**config.mk**
```make
export PLATFORM = sky130hd
export DESIGN_NAME = instruction_seq_ram
export DESIGN_NICKNAME = d
export VERILOG_FILES = /design/src/rtl/instruction_seq_ram.sv
export SDC_FILE = /design/constraint.sdc
export NUM_CORES = 2
export LEC_CHECK = 0
export CORE_MARGIN = 5
export CORE_UTILIZATION = 35
export DETAILED_ROUTE_END_ITERATION = 8
export DONT_BUFFER_PORTS = 1
export GPL_TIMING_DRIVEN = 0
export PLACE_DENSITY = 0.52
export SLEW_MARGIN = 0
export SYNTH_ARGS = -nofsm -noshare
export SYNTH_HDL_FRONTEND = slang
export SYNTH_SLANG_ARGS = --single-unit
```
**constraint.sdc**
```tcl
create_clock -name clk -period 3.2 [get_ports clk]
set_input_delay 0.48 -clock clk [delete_from_list [all_inputs] [get_ports clk]]
set_output_delay 0.48 -clock clk [all_outputs]
set_load 0.01 [all_outputs]
```
**src/rtl/instruction_seq_ram.sv**
```systemverilog
// Instruction store between the UART byte receiver and the decoder: captures a
// delimiter-separated byte stream in WRITE, replays it in READ, single-steps it in DEBUG.
module instruction_seq_ram #(
    parameter int DATA_WIDTH = 8,
    parameter int DEPTH      = 256,
    parameter int ADDR_WIDTH = $clog2(DEPTH),
    parameter     DELIM      = 8'h24,
    parameter     IDLE       = 0
) (
    input  logic                  clk,
    input  logic                  rst,
    input  logic [1:0]            MODE,
    input  logic                  DEBUG,
    input  logic [DATA_WIDTH-1:0] data_in,
    output logic [DATA_WIDTH-1:0] data_out,
    output logic [ADDR_WIDTH-1:0] pc,
    output logic [ADDR_WIDTH:0]   count,
    output logic                  full,
    output logic                  overflow,
    output logic                  done
);

    localparam logic [1:0] M_READ  = 2'd0;
    localparam logic [1:0] M_WRITE = 2'd1;
    localparam logic [1:0] M_DEBUG = 2'd2;
    localparam logic [1:0] M_HOLD  = 2'd3;

    localparam logic [DATA_WIDTH-1:0] DELIM_C = DATA_WIDTH'(DELIM);
    localparam logic [DATA_WIDTH-1:0] IDLE_C  = DATA_WIDTH'(IDLE);
    localparam logic [ADDR_WIDTH:0]   DEPTH_C = (ADDR_WIDTH+1)'(DEPTH);
    localparam logic [ADDR_WIDTH:0]   CNT_ONE = (ADDR_WIDTH+1)'(1);
    localparam logic [ADDR_WIDTH-1:0] PC_ONE  = ADDR_WIDTH'(1);

    typedef enum logic {ARMED, WAIT_DELIM} cap_state_t;

    logic [DATA_WIDTH-1:0] mem [DEPTH];

    logic [1:0]      mode_q;
    logic            debug_q;
    cap_state_t      state_q, state_d;
    logic            mode_entry, capture_en, cap_store, cap_drop;
    logic            step_req, can_step;
    logic [ADDR_WIDTH-1:0] rd_addr;

    assign mode_entry = (MODE != mode_q);
    assign capture_en = !rst && (MODE == M_WRITE) && !mode_entry;
    assign rd_addr    = pc + PC_ONE;
    // Compare in count width so an empty program never underflows count-1.
    assign can_step   = ({1'b0, pc} + CNT_ONE) < count;
    assign step_req   = !mode_entry &&
                        ((MODE == M_READ) || ((MODE == M_DEBUG) && DEBUG && !debug_q));

    assign full = (count == DEPTH_C);
    assign done = (count == '0) || ({1'b0, pc} == (count - CNT_ONE));

    always_comb begin
        state_d   = state_q;
        cap_store = 1'b0;
        cap_drop  = 1'b0;
        if (!rst && mode_entry && (MODE == M_WRITE)) begin
            state_d = ARMED;
        end else if (capture_en) begin
            case (state_q)
                ARMED: begin
                    if ((data_in != IDLE_C) && (data_in != DELIM_C)) begin
                        state_d = WAIT_DELIM;
                        if (count < DEPTH_C) cap_store = 1'b1;
                        else                 cap_drop  = 1'b1;
                    end
                end
                WAIT_DELIM: begin
                    if (data_in == DELIM_C) state_d = ARMED;
                end
                default: state_d = ARMED;
            endcase
        end
    end

    // Storage is never reset; count bounds what is reachable.
    always_ff @(posedge clk) begin
        if (cap_store) mem[count[ADDR_WIDTH-1:0]] <= data_in;
    end

    always_ff @(posedge clk) begin
        if (rst) begin
            mode_q   <= M_HOLD;
            debug_q  <= 1'b0;
            state_q  <= ARMED;
            data_out <= '0;
            pc       <= '0;
            count    <= '0;
            overflow <= 1'b0;
        end else begin
            mode_q  <= MODE;
            debug_q <= DEBUG;
            state_q <= state_d;
            if (mode_entry) begin
                if (MODE == M_WRITE) begin
                    count    <= '0;
                    overflow <= 1'b0;
                end else if ((MODE == M_READ) || (MODE == M_DEBUG)) begin
                    pc       <= '0;
                    data_out <= (count != '0) ? mem[0] : '0;
                end
            end else begin
                if (cap_store) count    <= count + CNT_ONE;
                if (cap_drop)  overflow <= 1'b1;
                if (step_req && can_step) begin
                    pc       <= rd_addr;
                    data_out <= mem[rd_addr];
                end
            end
        end
    end

endmodule

```
[After elaboration in Yosys (flattened, before gate mapping)]
Memory sizes are Yosys's and may differ from the RTL's.
Index checks and enable logic that the tools add are counted.
Word-level totals
  memories: 1
  RAM bits: 2048
  bits in registers: 30
Memory list
  mem: depth 256, bits a word 8, rd ports 2, clocked after memory_dff 0, wr ports 1, line 36  | logic [DATA_WIDTH-1:0] mem [DEPTH];
Operators by class
  reduce and logical (&&, ||, !) cells: 26
  bitwise gates (word level): 1
  eq/ne operators: 10
  $lt $le $gt $ge: 2
  add/subtract/negate cells: 4
  mux-type cells: 30
Operators by type and width (count)
  2-to-1 mux 8 bit: 9
  2-to-1 mux 9 bit: 3
  2-to-1 mux 1 bit: 17
  adder 8 x 1 -> 9 bit (second input constant): 1
  adder 9 x 1 -> 9 bit (second input constant): 1
  == test 8 x 9 -> 1 bit: 1
  == test 9 bit (second input constant): 1
  logical AND 1 bit: 9
  zero test 9 bit: 1
  < comparator 9 bit: 1
  < comparator 9 bit (second input constant): 1
  nonzero test 9 bit: 1
  subtractor 9 x 1 -> 9 bit (second input constant): 1
  adder 8 x 1 -> 8 bit (second input constant): 1
  == test 8 x 6 -> 1 bit (second input constant): 1
  inequality test 8 x 6 -> 1 bit (second input constant): 1
  nonzero test 8 bit: 1
  nonzero test 2 bit: 3
  inequality test 2 x 1 -> 1 bit (second input constant): 2
  AND reduction 2 bit: 2
  zero test 1 bit: 3
  logical OR 1 bit: 3
  AND reduction 3 bit: 1
  == test 2 x 1 -> 1 bit (second input constant): 1
  other kinds (7): 7

[Longest topological paths before layout]
  depth after elaboration: 8
  mapped depth: 16
  depth with buffers taken out: 13

[Least setup slack after synthesis]
Ideal clock, no wire load.
  kind: reg-to-reg
  start point: reg pc[1]
  end point: reg data_out[0]
  path buffers: 5
  arrival: 3405 ps
  cell stages (with the launch flop): 17
  slack: -285 ps
  setup time: 80 ps
  cells stage by stage: dfxtp_1 -> ha_1 -> xnor2_2 -> inv_2 -> buf_2 -> buf_2 -> buf_2 -> ha_1 -> o21ai_0 -> nand2b_1 -> a21oi_1 -> o31ai_1 -> a21o_1 -> buf_2 -> clkbuf_1 -> a211oi_1 -> a211oi_2
Between the ends
  cells in the longest elaborated chain, start to end: 5
  elaborated cells between the ends (all ways): 9
  classes of those cells: add/sub (2); order compare (1); mux (2); reduce/logical (3); memory (1)
RTL lines
  from (decl): line 16  | output logic [ADDR_WIDTH-1:0] pc,
  from (signal assigned): line 109  | pc <= rd_addr;
  parallel branches: the longest is 5 deep, another holds adder 8 x 1 -> 8 bit
  to (signal assigned): line 103  | data_out <= (count != '0) ? mem[0] : '0;
  to (signal assigned): line 110  | data_out <= mem[rd_addr];
  to (decl): line 15  | output logic [DATA_WIDTH-1:0] data_out,
Parallel ways; which one is timed is not known. The select of a mux whose other input is x is not followed.
A chain may end at the register's enable or synchronous reset.

[Worst setup path after layout]
  start point: reg count[3]
  end point: mem mem[123][2] (enable)
Between the ends
  cells in the longest elaborated chain, start to end: 8
RTL lines
  from (decl): line 17  | output logic [ADDR_WIDTH:0] count,
  from (signal assigned): line 106  | if (cap_store) count <= count + CNT_ONE;
  < comparator 9 bit: line 67  | if (count < DEPTH_C) cap_store = 1'b1;
  2-to-1 mux 1 bit: line 67
  2-to-1 mux 1 bit: line 65  | if ((data_in != IDLE_C) && (data_in != DELIM_C)) begin
  2-to-1 mux 1 bit: line 63  | case (state_q)
  2-to-1 mux 1 bit: line 62  | end else if (capture_en) begin
  2-to-1 mux 1 bit: line 60  | if (!rst && mode_entry && (MODE == M_WRITE)) begin
  2-to-1 mux 1 bit: line 81  | if (cap_store) mem[count[ADDR_WIDTH-1:0]] <= data_in;
  2-to-1 mux 1 bit (implied by the code): line 81
  to (decl): line 36
Several ways; a longest one is shown, not always the timed one.

==> reports/summary.txt <==
post-synth top area cell: edfxtp_1
max_cap viols: 0
post-route ant nets: 0
DRT iter0 DRCs: 5579
post-DR vias/cell: 5.710
syn_area_per_cell: 20.08 um2
Crit-path slowest cell: clkbuf_4
worst skew pair latency: 860 ps
hold_sp: data_in[1]
share of the synthesized area in the top cell type: 0.7525
P_int: 43.05 mW
initial antenna violation count: 15
Synth Net Count: 4097
Netlist cell types: 66
largest family of logic cells by synthesized area: multiplexers
die area: 243300 um2
Placement Setup Slack: -2207 ps
first-pass GRT wire length: 358.5 mm
Port Buf Inserts: 0
Clock power frac: 0.436
CTS Buf Count: 205
commonest non-fill, non-tap cell in the layout: edfxtp_1
Critical Path RT: 3650 ps
CTS tree: built
Net Sw Frac: 0.2064
multiplexer share of the synthesized area: 0.1536
Net Switching: 11.20 mW
Worst path top cell family by delay: simple AND/OR/NAND/NOR gates
root buf cell: clkbuf_16
pwr dens: 545.4 nW/um2
chip width: 493.2 um
Post-DP HPWL: 166.6 mm
Overall Global Routing Usage: 0.2120
Fin. Hold Viols: 0
FP Rows: 177
clk_skew: 57.48 ps
crit-path cells: clkbuf_16, inv_1, nor2_1, nand2_1, clkbuf_4, nor2_2
clock-pin slew on the worst setup and hold paths: 70 ps
CP Launch Type: register
kind of critical path: reg -> reg
Worst Path Max Fanout: 10
Peak supply drop: 0.4620 mV
final count of negative-setup-slack endpoints: 110
Critical Path AT: 3880 ps
cell area after synthesis: 81720 um2
Max stage delay on crit path: 740 ps
Die Height: 493.2 um
Bufs on Longest Clock Path: 3
worst slew pin tran: 1139 ps
final instance area: 99470 um2
# clock sinks: 2078
R2R depth: 6
share of cells above drive strength 1: 0.3673
yosys warns: 0
worst setup margin: -236.8 ps
Remaining Overflow, GRT: 0
core area: 232500 um2
f_max: 0.2910 GHz
failing checks: setup timing
Pre-antenna DRT Iters: 5
EDFF count, synth: 2048
CP bufs+invs: 3
reg2reg start: count[3]$_SDFFE_PP0P_
nets@finish: 4470
unrepaired setup endpoints after global routing: true
DRC viols: 0
P_leak: 29.40 nW
I/O pin cnt: 41
final wirelength: 272.9 mm
HP Class: in -> reg
wire per inst: 35.61 um
Final Max Slew Viols: 0
reg2reg setup slack: -240 ps
combinational share of power: 0.013
H-tree depth: 4
minimum clock period: 3437 ps
most frequent cells in the layout: edfxtp_1, mux4_2, clkbuf_16, nand2_1, mux2i_1
Core Util, Final: 0.4278
largest net degree at the start of global routing: 260
Synth Area in Compound Gates: 0.02992
XOR/XNOR share of the synthesized area: 0.002434
vias in the first global route: 43110
Initial Utilization: 0.3514
largest cells by area after synthesis: edfxtp_1, mux4_2, mux2i_1, nor2_1, a22oi_1
Sequential Power Share: 0.551
endpoint class of the critical path: register
Post-Synth Simple-Gate Area: 0.03557
cell count after synthesis: 4070
RR Endpoint: mem[123][2]$_DFFE_PP_
adder-cell share of the synthesized area: 0.002266
final setup TNS: -11440 ps
worst hold path stage count: 4
area delta synth->final: 21.72%
FFs w/ async S/R, synth: 0
routability cong.: 0.9261
Seq cells post-synth: 2078
outcome: finished, violations left
Post-DP Area: 85730 um2
# fillers: 20160
Worst Hold End: state_q$_SDFFE_PP0P_
Final Cycle Share: 1.074
routed vias: 43750
Max-slew headroom: 0.2389
top_reg_cell synth: edfxtp_1
register area share after synthesis: 0.7599
==> what timing repair did <==
item / CTS / global route
endpoints found under the hold margin: 1814 / 966
cloned: 2 / 4
buffers inserted: 83 / 46
pin swaps: 74 / 96
setup endpoints to repair: 2051 / 1722
hold buffers: 8 / 23
gates resized for setup: 1069 / 269
==> final cells by class <==
class                           count  area [um2]  area share
Clock buffer                      265        5386     0.05415
Multi-Input combinational cell   1730       21890      0.2201
Buffer                            236        2806     0.02821
Sequential cell                  2078       62140      0.6247
Inverter                           17       100.1    0.001006
Timing Repair Buffer              175        2255     0.02267
Tap cell                         3043        3807     0.03828
Antenna cell                        5       12.51   0.0001258
Clock inverter                    114        1070     0.01075
==> routing by layer <==
layer,vias to the layer above,track usage,wire length [um]
met3,475,0.04224,23390
li1,17570,-,-
met1,23670,0.2926,110200
met4,0,0.08220,12640
met2,2038,0.3333,126700
met5,-,0,0
==> worst min-delay path, cell delays in order <==
cell     delay (ps)
nor3_1           60
nand3_1          90
nor2_1           50
nor3_1          180
==> power groups by stage <==
stage / Sequential, mW / Clock [mW] / Combinational, mW
2_1_floorplan: 30.5 / 0 / 0.0468
3_3_place_gp: 30.5 / 0 / 0.0727
3_5_place_dp: 30.5 / 0 / 0.0740
4_1_cts: 29.9 / 24.0 / 0.182
5_1_grt: 29.9 / 25.1 / 0.733
6_report: 29.9 / 23.7 / 0.692
==> how the worst max path moves through the flow <==
stage / from / endpoint / slack [ps] / depth (start not counted)
finish: count[3]$_SDFFE_PP0P_ / mem[123][2]$_DFFE_PP_ / -240 / 6
global route: count[3]$_SDFFE_PP0P_ / mem[123][2]$_DFFE_PP_ / -320 / 6
CTS: count[2]$_SDFFE_PP0P_ / mem[5][1]$_DFFE_PP_ / -340 / 7
detailed placement: pc[1]$_SDFFE_PP0P_ / data_out[3]$_SDFFE_PP0P_ / -2210 / 14
global placement: count[0]$_SDFFE_PP0P_ / mem[127][7]$_DFFE_PP_ / -2590 / 5
floorplan: pc[2]$_SDFFE_PP0P_ / pc[7]$_SDFFE_PP0P_ / 10 / 16
==> state kept, by name (all words and copies together), names as in the netlist <==
register,count
state_q,1
count,9
mode_q,2
overflow,1
data_out,8
mem,2048
pc,8
debug_q,1
==> cell families after synthesis <==
logic type	after synthesis
xor gates and xnor gates	18
and+or+nand+nor	679
muxes	675
adders and majority gates	15
buffers and inverters	262
AOI/OAI and AO/OA	343
DFF	2078
==> synthesized netlist by cell type, types with 8 or more instances <==
cell	number
inv_1	11
a22oi_1	111
nor3_1	15
o21ai_0	54
buf_4	45
o21ai_1	31
nand4_1	12
a31oi_1	27
a2111oi_2	8
and2_1	15
nor2_1	291
or3_1	10
ha_1	14
a211oi_1	12
nand2_1	217
edfxtp_1	2048
nand3_1	67
dfxtp_1	30
a21oi_1	27
a211oi_2	8
buf_6	8
mux2i_1	212
a22o_1	13
buf_2	91
and3_1	27
mux4_2	463
clkbuf_1	96
a221oi_1	14
==> through the flow <==
step                power (mW)  cells  hold WS [ps]
finish                   54.25   7663         56.95
global route             55.68   7658         23.23
CTS                      54.03   7588        -282.4
detailed placement       30.53   7122         491.5
global placement         30.53   7113         527.8
floorplan                30.51   4070         468.2
Note: power is estimated with default switching activity, not from simulation.
